==> src/rtl/uart_pkg.sv <==
// Shared definitions for the UART receiver: FSM encoding, status bit
// positions, oversampling and frame constants.
package uart_pkg;

    localparam int OVERSAMPLE = 16;
    localparam int DATA_BITS  = 8;

    typedef enum logic [1:0] {
        ST_IDLE  = 2'd0,
        ST_START = 2'd1,
        ST_DATA  = 2'd2,
        ST_STOP  = 2'd3
    } rx_state_e;

    localparam int STAT_DATA_VALID  = 0;
    localparam int STAT_FRAMING_ERR = 1;
    localparam int STAT_OVERRUN_ERR = 2;
    localparam int STAT_BUSY        = 3;

    // A divisor of zero would never wrap; run it as divide-by-one instead.
    function automatic logic [31:0] eff_divisor(input logic [31:0] div);
        return (div == 32'd0) ? 32'd1 : div;
    endfunction

endpackage

==> src/rtl/uart_rx_tick_gen.sv <==
// Free-running oversample prescaler: counts 0..N-1 and pulses tick for one
// clk at N-1. The divisor is captured only at the wrap so a software update
// never produces a short or runaway period.
module uart_rx_tick_gen
    import uart_pkg::*;
(
    input  logic        clk,
    input  logic        rst_n,
    input  logic [31:0] divisor,
    output logic        tick
);

    logic [31:0] cnt_q, cnt_d;
    logic [31:0] div_q, div_d;

    // Wrap detection, counter advance and divisor capture at the wrap.
    always_comb begin
        tick  = (cnt_q == (div_q - 32'd1));
        cnt_d = cnt_q + 32'd1;
        div_d = div_q;
        if (tick) begin
            cnt_d = 32'd0;
            div_d = eff_divisor(divisor);
        end
    end

    // Counter and active divisor registers.
    always_ff @(posedge clk or negedge rst_n) begin
        if (!rst_n) begin
            cnt_q <= 32'd0;
            div_q <= 32'd1;
        end else begin
            cnt_q <= cnt_d;
            div_q <= div_d;
        end
    end

endmodule

==> src/rtl/receiver_top_module.sv <==
// UART 8N1 receiver with 16x oversampling, a single-entry holding register
// and sticky error status.
//
// state    | meaning
// ---------+------------------------------------------------------------
// ST_IDLE  | line idle, waiting for a tick that sees RX low
// ST_START | counting to mid start bit to reject glitches
// ST_DATA  | sampling 8 data bits every 16 ticks, LSB first
// ST_STOP  | waiting for mid stop bit, then delivering the byte
module receiver_top_module
    import uart_pkg::*;
#(
    parameter int unsigned clock_frequency_register = 'd100_000_000
) (
    input  logic        clk,
    input  logic        rst_n,
    input  logic        RX,
    input  logic [31:0] Baud_Rate_Holding_Register,
    input  logic        Receiver_Read_Ack,
    output logic [31:0] Receiver_Holding_Register,
    output logic [31:0] Receiver_Status
);

    localparam logic [3:0] LAST_TICK = 4'(OVERSAMPLE - 1);
    localparam logic [3:0] MID_TICK  = 4'(OVERSAMPLE / 2 - 1);
    localparam logic [2:0] LAST_BIT  = 3'(DATA_BITS - 1);

    logic      tick;
    rx_state_e state_q, state_d;
    logic      rx_meta_q, rx_meta_d;
    logic      rx_sync_q, rx_sync_d;
    logic [3:0] tick_cnt_q, tick_cnt_d;
    logic [2:0] bit_cnt_q, bit_cnt_d;
    logic [7:0] shift_q, shift_d;
    logic [7:0] holding_q, holding_d;
    logic      data_valid_q, data_valid_d;
    logic      framing_err_q, framing_err_d;
    logic      overrun_err_q, overrun_err_d;
    logic      busy;
    logic      sample_point;
    logic      start_mid;
    logic      byte_done;

    uart_rx_tick_gen u_tick_gen (
        .clk     (clk),
        .rst_n   (rst_n),
        .divisor (Baud_Rate_Holding_Register),
        .tick    (tick)
    );

    assign sample_point = tick && (tick_cnt_q == LAST_TICK);
    assign start_mid    = tick && (tick_cnt_q == MID_TICK);
    assign byte_done    = (state_q == ST_STOP) && sample_point;

    // FSM state register.
    always_ff @(posedge clk or negedge rst_n) begin
        if (!rst_n) begin
            state_q <= ST_IDLE;
        end else begin
            state_q <= state_d;
        end
    end

    // FSM next-state logic.
    always_comb begin
        state_d = state_q;
        case (state_q)
            ST_IDLE:  if (tick && !rx_sync_q) state_d = ST_START;
            ST_START: if (start_mid) state_d = rx_sync_q ? ST_IDLE : ST_DATA;
            ST_DATA:  if (sample_point && (bit_cnt_q == LAST_BIT)) state_d = ST_STOP;
            ST_STOP:  if (sample_point) state_d = ST_IDLE;
            default:  state_d = ST_IDLE;
        endcase
    end

    // FSM outputs.
    always_comb begin
        busy = (state_q != ST_IDLE);
        Receiver_Holding_Register = {24'd0, holding_q};
        Receiver_Status = 32'd0;
        Receiver_Status[STAT_DATA_VALID]  = data_valid_q;
        Receiver_Status[STAT_FRAMING_ERR] = framing_err_q;
        Receiver_Status[STAT_OVERRUN_ERR] = overrun_err_q;
        Receiver_Status[STAT_BUSY]        = busy;
    end

    // Synchronizer, oversample/bit counters and LSB-first shift register.
    always_comb begin
        rx_meta_d  = RX;
        rx_sync_d  = rx_meta_q;
        tick_cnt_d = tick_cnt_q;
        bit_cnt_d  = bit_cnt_q;
        shift_d    = shift_q;
        case (state_q)
            ST_IDLE: begin
                if (tick && !rx_sync_q) tick_cnt_d = 4'd0;
            end
            ST_START: begin
                if (start_mid) begin
                    tick_cnt_d = 4'd0;
                    bit_cnt_d  = 3'd0;
                end else if (tick) begin
                    tick_cnt_d = tick_cnt_q + 4'd1;
                end
            end
            ST_DATA: begin
                // The 4-bit counter wraps 15->0, so STOP starts from zero.
                if (tick) tick_cnt_d = tick_cnt_q + 4'd1;
                if (sample_point) begin
                    shift_d   = {rx_sync_q, shift_q[7:1]};
                    bit_cnt_d = bit_cnt_q + 3'd1;
                end
            end
            ST_STOP: begin
                if (tick) tick_cnt_d = tick_cnt_q + 4'd1;
            end
            default: tick_cnt_d = 4'd0;
        endcase
    end

    // Holding register and sticky status; a read ack in the completion
    // cycle acknowledges the old byte, so the new byte starts clean.
    always_comb begin
        holding_d     = holding_q;
        data_valid_d  = data_valid_q;
        framing_err_d = framing_err_q;
        overrun_err_d = overrun_err_q;
        if (byte_done) begin
            holding_d    = shift_q;
            data_valid_d = 1'b1;
            if (Receiver_Read_Ack) begin
                framing_err_d = !rx_sync_q;
                overrun_err_d = 1'b0;
            end else begin
                framing_err_d = framing_err_q | !rx_sync_q;
                overrun_err_d = overrun_err_q | data_valid_q;
            end
        end else if (Receiver_Read_Ack) begin
            data_valid_d  = 1'b0;
            framing_err_d = 1'b0;
            overrun_err_d = 1'b0;
        end
    end

    // Datapath registers; synchronizer resets to the idle line level.
    always_ff @(posedge clk or negedge rst_n) begin
        if (!rst_n) begin
            rx_meta_q     <= 1'b1;
            rx_sync_q     <= 1'b1;
            tick_cnt_q    <= 4'd0;
            bit_cnt_q     <= 3'd0;
            shift_q       <= 8'd0;
            holding_q     <= 8'd0;
            data_valid_q  <= 1'b0;
            framing_err_q <= 1'b0;
            overrun_err_q <= 1'b0;
        end else begin
            rx_meta_q     <= rx_meta_d;
            rx_sync_q     <= rx_sync_d;
            tick_cnt_q    <= tick_cnt_d;
            bit_cnt_q     <= bit_cnt_d;
            shift_q       <= shift_d;
            holding_q     <= holding_d;
            data_valid_q  <= data_valid_d;
            framing_err_q <= framing_err_d;
            overrun_err_q <= overrun_err_d;
        end
    end

endmodule

==> config.mk <==
export PLATFORM = sky130hd
export DESIGN_NAME = receiver_top_module
export DESIGN_NICKNAME = d
export VERILOG_FILES = /design/src/rtl/uart_pkg.sv /design/src/rtl/uart_rx_tick_gen.sv /design/src/rtl/receiver_top_module.sv
export SDC_FILE = /design/constraint.sdc
export NUM_CORES = 1
export LEC_CHECK = 0
export ABC_AREA = 1
export CORE_MARGIN = 2
export CORE_UTILIZATION = 39
export CTS_BUF_LIST = sky130_fd_sc_hd__clkbuf_4 sky130_fd_sc_hd__clkbuf_8
export CTS_CLUSTER_SIZE = 14
export DETAILED_ROUTE_END_ITERATION = 8
export PLACE_DENSITY_LB_ADDON = 0.05
export REMOVE_ABC_BUFFERS = 1
export SETUP_SLACK_MARGIN = 0.05
export SLEW_MARGIN = 30
export SYNTH_ARGS = -nofsm -noshare
export SYNTH_HDL_FRONTEND = slang
export SYNTH_SLANG_ARGS = --single-unit
==> constraint.sdc <==
create_clock -name clk -period 2.4 [get_ports clk]
set_input_delay 0.36 -clock clk [delete_from_list [all_inputs] [get_ports clk]]
set_output_delay 0.36 -clock clk [all_outputs]
set_load 0.01 [all_outputs]
==> summary.md, run 1 <==
| Metric | Value |
|---|---|
| Number of violations reported at the end of detailed-routing iteration 0 | roughly 430 |
| Critical path capture point type | register |
| First-pass iteration count of the detailed router | 4 |
| Final setup fails | 73 |
| Total of warnings raised by yosys | 0 |
| Io pins | 100 |
| Critical path class | reg -> reg |
| Dominant register cell in the synthesized netlist | dfrtp_1 |
| CTS tree | built |
| Top-area cell type share of the netlist area | a little over a third |
| Maximum ir drop on the vdd rail | between 0.0003 and 0.0004 V |
| RSZ-0062 raised after global routing | yes |
| Final hold viol count | 0 |
| Global-route wire length before repair | slightly below 30 mm |
| Number of antenna violations at the first check in global routing | 0 |
| Sum of net half-perimeters after detailed placement | 13.88 mm |
| Core footprint | 0.01647 sq mm |
| GR Overflow Total | 0 |
| Post-layout instance count excluding filler cells | 1334 |
| Worst Clk Skew | around 16 ps |
| Area growth from synthesis to final layout | 39.07% |
| Final RePlAce weighted congestion | slightly below 0.9 |
| Min-Delay Path Class | in -> reg |
| Final WL | 19.82 mm |
| CP arrival | between 2000 and 3000 ps |
| DRC errors left | 0 |
| Largest fanout on the critical path | 5 |
| Number of nets in the layout | 1150 |
| Setup slack of the critical path after layout | -165.3 ps |
| Overall routing resource usage | around a fifth |
| Leading cell types in the layout, fill and taps excluded | nand2_1, inv_1, buf_4 |
| Width of the chip | between 100 and 150 um |
| Gate Count Post-Synth | 933 |
| Achievable frequency | a little under 0.4 GHz |
| Proportion of synthesized chip area in sequential cells | between 30 and 40% |
| Clock latency at the later pin of the worst-skew pair | roughly 400 ps |
| Synthesized flop and latch total | 94 |
| Violations in the final reports | setup timing |
| Die height | approximately 130 um |
| Clock Tree Root | clkbuf_8 |
| Outcome | complete, but fails checks |
| Final ANT Viol Nets | 0 |
| Via count | 6307 |
| PortBufs | 47 |
| Num Clock Sinks | 94 |
| Period utilisation layout | 106.9% |
| Number of enable flip-flop cells after synthesis | 0 |
| Worst slew pin tran | 567.5 ps |
| Cell area power density | 315.9 mW/mm^2 |
| Share of cells above drive strength 1 | 29.26% |
| CP Data Required Time | 2690 ps |
| FFs w/ async S/R, synth | 100.0% |
| Via density per instance | 4.728 |
| Synth Cell Area | 0.006511 sq mm |
| Pins over their slew limit | 0 |
| Mean instance size in the synthesized netlist | 6.979 sq um |
| Per-cell routed wire length | 14.86 um |
| Worst setup timing slack at the placement stage | -258.3 ps |
| Number of global-route vias before repair | 5999 |
| Dominant cell type by area after synthesis | dfrtp_1 |
| N_diodes | 0 |
| Top post-synthesis cells by area | dfrtp_1, nand2_1, inv_1 |
| Maximum number of pins on one net before global-route repair | 50 |
| CTS clk-pin slew, worst paths | between 100 and 150 ps |
| Reported leakage power | ~4.5 nW |
| Post-layout minimum cycle time | around 2600 ps |
| Full die area | 0.01774 sq mm |
| Reported max-cap violation count | 0 |
| Bufs on Longest Clock Path | 2 |
| Max transition margin | 62.17% |
| Cell total after placement | approximately 1300 |
| CP Launch Type | register |
| Effective utilization at floorplan | 39.54% |
| Count of different cell masters after synthesis | 46 |
| H-tree depth reported by CTS | 3 |
| Row cnt | 47 |
| Commonest non-fill, non-tap cell in the layout | nand2_1 |
| Num CTS Buffers | 9 |
final cells by class:
cell class,count,area [sq um]
Tap cell,220,275.3
Clock buffer,9,123.9
Fill cell,1596,7411
Multi-Input combinational cell,679,3915
Inverter,141,546.8
Sequential cell,94,2365
Clock inverter,7,77.57
Timing Repair Buffer,184,1752
path summary, 6_finish.rpt:
check	start	slack, ps	to	cells past startpoint
max	u_tick_gen.div_q[0]	-170	holding_q[0]	18
min	RX	360	rx_meta_q	1
max reg2reg	u_tick_gen.div_q[0]	-170	holding_q[0]	18
min reg2reg	rx_meta_q	360	rx_sync_q	0
max in group asynchronous	rst_n	1230	u_tick_gen.div_q[16]	3
min in group asynchronous	rst_n	470	u_tick_gen.div_q[2]	2
metal layers:
layer | up-vias | GRT usage [%] | wire length [um]
met2 | 191 | 35.78 | 9359
met3 | 23 | 3.463 | 926
met4 | 0 | 5.378 | 300
li1 | 3175 | - | -
met5 | - | 0 | 0
met1 | 2918 | 28.71 | 9231
what timing repair did:
action,4_1_cts,5_1_grt
setup endpoints to repair,92,92
resized for setup,63,153
setup buffers,3,9
hold endpoints to repair,35,0
pin swaps,11,27
gates cloned,2,9
hold buffers,1,0
sequential cells by signal, indices dropped and copies added, names as in the netlist, named ones only:
| register | cells |
|---|---|
| tick_cnt_q | 4 |
| data_valid_q | 1 |
| state_q | 1 |
| shift_q | 8 |
| overrun_err_q | 1 |
| holding_q | 8 |
| framing_err_q | 1 |
| u_tick_gen.div_q | 32 |
| bit_cnt_q | 3 |
| rx_meta_q | 1 |
| rx_sync_q | 1 |
| u_tick_gen.cnt_q | 32 |
cell usage after synthesis (3+ instances only):
| master | count |
|---|---|
| nand2_1 | 231 |
| inv_1 | 136 |
| nor2_1 | 125 |
| dfrtp_1 | 91 |
| buf_4 | 59 |
| nand3_1 | 49 |
| nand4_1 | 36 |
| xor2_1 | 33 |
| o21ai_0 | 31 |
| o21ai_1 | 28 |
| a21oi_1 | 14 |
| nor3_1 | 11 |
| xnor2_1 | 11 |
| nand2_2 | 7 |
| clkbuf_1 | 6 |
| nor2_2 | 6 |
| nor4_1 | 6 |
| ha_1 | 5 |
| or2_2 | 4 |
| buf_2 | 3 |
| dfstp_2 | 3 |
| inv_2 | 3 |
| nand2_4 | 3 |
| nor2_4 | 3 |
metrics by stage:
step	power (mW)	hold slack (ps)	util, %	TNS, ps	area, sq um
2_1_floorplan	1.670	64.41	-	-13120	6192
3_3_place_gp	1.773	346.7	47.80	-11780	7871
3_5_place_dp	1.773	347.3	47.80	-13480	7871
4_1_cts	2.909	339.0	50.80	-6251	8364
5_1_grt	2.980	356.5	54.99	-21510	9055
6_report	2.861	358.9	54.99	-5822	9055
critical path: stages (launching register included):
cell	delay (ps)
dfstp_2	560
inv_2	50
ha_4	210
nand2_2	50
inv_2	30
nor2_1	80
nand2_1	80
nor2_1	90
nand3_1	110
nor2_2	150
nand2_1	60
nor2_1	90
nand2_1	90
nor2_4	110
buf_12	150
nand3_4	80
clkinv_4	90
nand2_8	60
mux2_4	290
logic make-up after synthesis:
family / share of synthesized area, %
DFF: 36.18
AOI/OAI and AO/OA: 6.591
buffers and inverters: 15.99
muxes: 0.2305
other: 0.05759
and+or+nand+nor: 33.82
adders and majority gates: 0.9608
xor gates and xnor gates: 6.168
power breakdown:
group	internal, mW	total [mW]	switching (mW)
sequential	1.59	1.59	0.00211
combinational	0.0602	0.159	0.0987
clock	0.416	1.11	0.697
Power figures use the tool's default switching activity.
==> inputs of run 2 (changes only) <==
--- a/config.mk
+++ b/config.mk
@@ -6,11 +6,13 @@
 export NUM_CORES = 1
 export LEC_CHECK = 0
 export ABC_AREA = 1
-export CORE_MARGIN = 2
+export CORE_MARGIN = 10
 export CORE_UTILIZATION = 39
 export CTS_BUF_LIST = sky130_fd_sc_hd__clkbuf_4 sky130_fd_sc_hd__clkbuf_8
 export CTS_CLUSTER_SIZE = 14
 export DETAILED_ROUTE_END_ITERATION = 8
+export GPL_ROUTABILITY_DRIVEN = 0
+export MAX_ROUTING_LAYER = met4
 export PLACE_DENSITY_LB_ADDON = 0.05
 export REMOVE_ABC_BUFFERS = 1
 export SETUP_SLACK_MARGIN = 0.05
==> run 2 against run 1 <==
The flow still finishes with violations (setup timing). Setup slack got worse by 9.8 ps. Flip-flop and latch count unchanged. Via count decreased by 3.9%. Sequential power about the same. Critical path type unchanged. Highest routed layer unchanged.
==> summary.md, run 2 (synthesis gave the netlist of run 1 again) <==
| Metric | Value |
|---|---|
| Cell type group with the largest total delay on the critical path | simple AND/OR/NAND/NOR gates |
| Largest fanout on the critical path | 7 |
| Utilization after layout | between 50% and 60% |
| Cell total after placement | 1295 |
| Final setup fails | 79 |
| Setup slack of the critical path after layout | -175.0 ps |
| Final-layout setup total negative slack | -7804 ps |
| CTS clk-pin slew, worst paths | 110 ps |
| Reported max-cap violation count | 0 |
| Global-route wire length before repair | 30.77 mm |
| Pins over their slew limit | 0 |
| Outcome | complete, but fails checks |
| FILL cells | ~1700 |
| Clock Tree Root | clkbuf_8 |
| Via count | 6058 |
| Worst Clk Skew | approximately 20 ps |
| Detailed route wirelength on metal3 | 1.023 mm |
| Leading cell types in the layout, fill and taps excluded | nand2_1, inv_1, buf_4 |
| Bufs on Longest Clock Path | 2 |
| Critical path capture point type | register |
| Width of the chip | 149.2 um |
| First-pass iteration count of the detailed router | 5 |
| Num Clock Sinks | 94 |
| Reported leakage power | 4.426 nW |
| Maximum ir drop on the vdd rail | 0.0002703 V |
| N_diodes | 0 |
| CTS tree | built |
| Combined area of the multi-input logic cells | 0.003725 sq mm |
| Overall routing resource usage | approximately 18% |
| Worst setup timing slack at the placement stage | -232.0 ps |
| Commonest non-fill, non-tap cell in the layout | nand2_1 |
| Num CTS Buffers | 9 |
| DRC errors left | 0 |
| Sum of net half-perimeters after detailed placement | 14.69 mm |
| Via density per instance | between 4 and 5 |
| Final ANT Viol Nets | 0 |
| Violations in the final reports | setup timing |
| Final hold viol count | 0 |
| Core footprint | roughly 0.016 sq mm |
| CP Data Required Time | 2690 ps |
| Final WL | 18.91 mm |
| RSZ-0062 raised after global routing | yes |
| Critical path class | reg -> reg |
| Row cnt | 47 |
| Critical-path cell with the highest stage delay | dfrtp_1 |
| R2r setup slk | -180 ps |
| Share of cells above drive strength 1 | 25.11% |
| H-tree depth reported by CTS | 3 |
| Footprint of the flip-flops and latches | 0.002364 sq mm |
| Largest registers ranked by flip-flop count | u_tick_gen.cnt_q: 32 flops, u_tick_gen.div_q: 32 flops |
| CP Launch Type | register |
| CP arrival | roughly 2900 ps |
| Area growth from synthesis to final layout | 34.42% |
| PortBufs | 47 |
| Maximum single-stage delay on the critical path | 430 ps |
| Critical path cell sequence | inv_2 > ha_4 > nand2_8 > nor2_8 > buf_4 > nand3_1 > a21oi_2 > nand2_1 > nor2_1 > nand2_1 > nor2_4 > nand3_2 > clkinv_4 > nand2_8 > mux2_4 |
| Io pins | 100 |
| Combined buffer and inverter count along the critical path | 3 |
| Clock latency at the later pin of the worst-skew pair | 400 ps |
| Number of antenna violations at the first check in global routing | 0 |
| Detailed route wirelength on metal2 | 8.447 mm |
| Effective utilization at floorplan | 39.54% |
| Per-cell routed wire length | 14.29 um |
| Number of global-route vias before repair | between 6000 and 7000 |
| Cell area power density | approximately 360 mW/mm^2 |
| Design Power | about 3.2 mW |
| Number of violations reported at the end of detailed-routing iteration 0 | between 300 and 400 |
| Min-Delay Path Class | in -> reg |
| Post-layout instance count excluding filler cells | about 1300 |
| Die height | 149.2 um |
| Maximum number of pins on one net before global-route repair | 51 |
| GR Overflow Total | 0 |
| Number of nets in the layout | 1139 |
| Achievable frequency | about 0.39 GHz |
| Post-layout minimum cycle time | 2575 ps |
| Top Metal Used | met4 |
| Full die area | 0.02226 sq mm |
| M1 wire length | 9.296 mm |
| Period utilisation layout | 107.3% |
==> run 2: layout make-up <==
type	instances	share of cell area, %
flip-flops and latches	94	27.01
clock buffers	10	1.501
repair buffers	175	17.94
multi-input cells	677	42.56
well taps	220	3.145
inverters	141	6.247
clock inverters	6	1.601
==> run 2: routing by layer <==
metal	up-vias	GRT usage (%)
met5	-	-
met4	0	3.288
met3	10	3.519
met2	125	26.78
met1	2777	24.16
li1	3146	-
==> run 2: path summary, 6_finish.rpt <==
| check | from | end | cells after the start |
|---|---|---|---|
| worst min-delay path | RX | rx_meta_q | 1 |
| worst min register to register | rx_meta_q | rx_sync_q | 0 |
| max in group asynchronous | rst_n | rx_meta_q | 3 |
| worst max register to register | u_tick_gen.div_q[1] | holding_q[0] | 15 |
| worst max-delay path | u_tick_gen.div_q[1] | holding_q[0] | 15 |
| min in group asynchronous | rst_n | u_tick_gen.div_q[2] | 2 |
==> run 2: report_power, final <==
group	total [mW]	internal, mW	switching, mW
logic	0.158	0.0601	0.0984
clock network	1.45	0.820	0.627
registers	1.59	1.59	0.00213
total	3.19	2.47	0.728
==> run 2: timing repair <==
action	CTS	global route
endpoints found under the hold margin	24	0
endpoints found under the setup margin	92	92
resized for setup	86	70
pin swaps	17	32
cloned	3	0
setup buffers	3	5
hold buffers	1	0
==> run 2: per-stage QoR <==
stage               instance area, sq um  hold WS [ps]
floorplan                           6192         64.41
global placement                    7831         311.7
detailed placement                  7831         313.4
CTS                                 8467         344.6
global route                        8752         351.0
finish                              8752         358.3
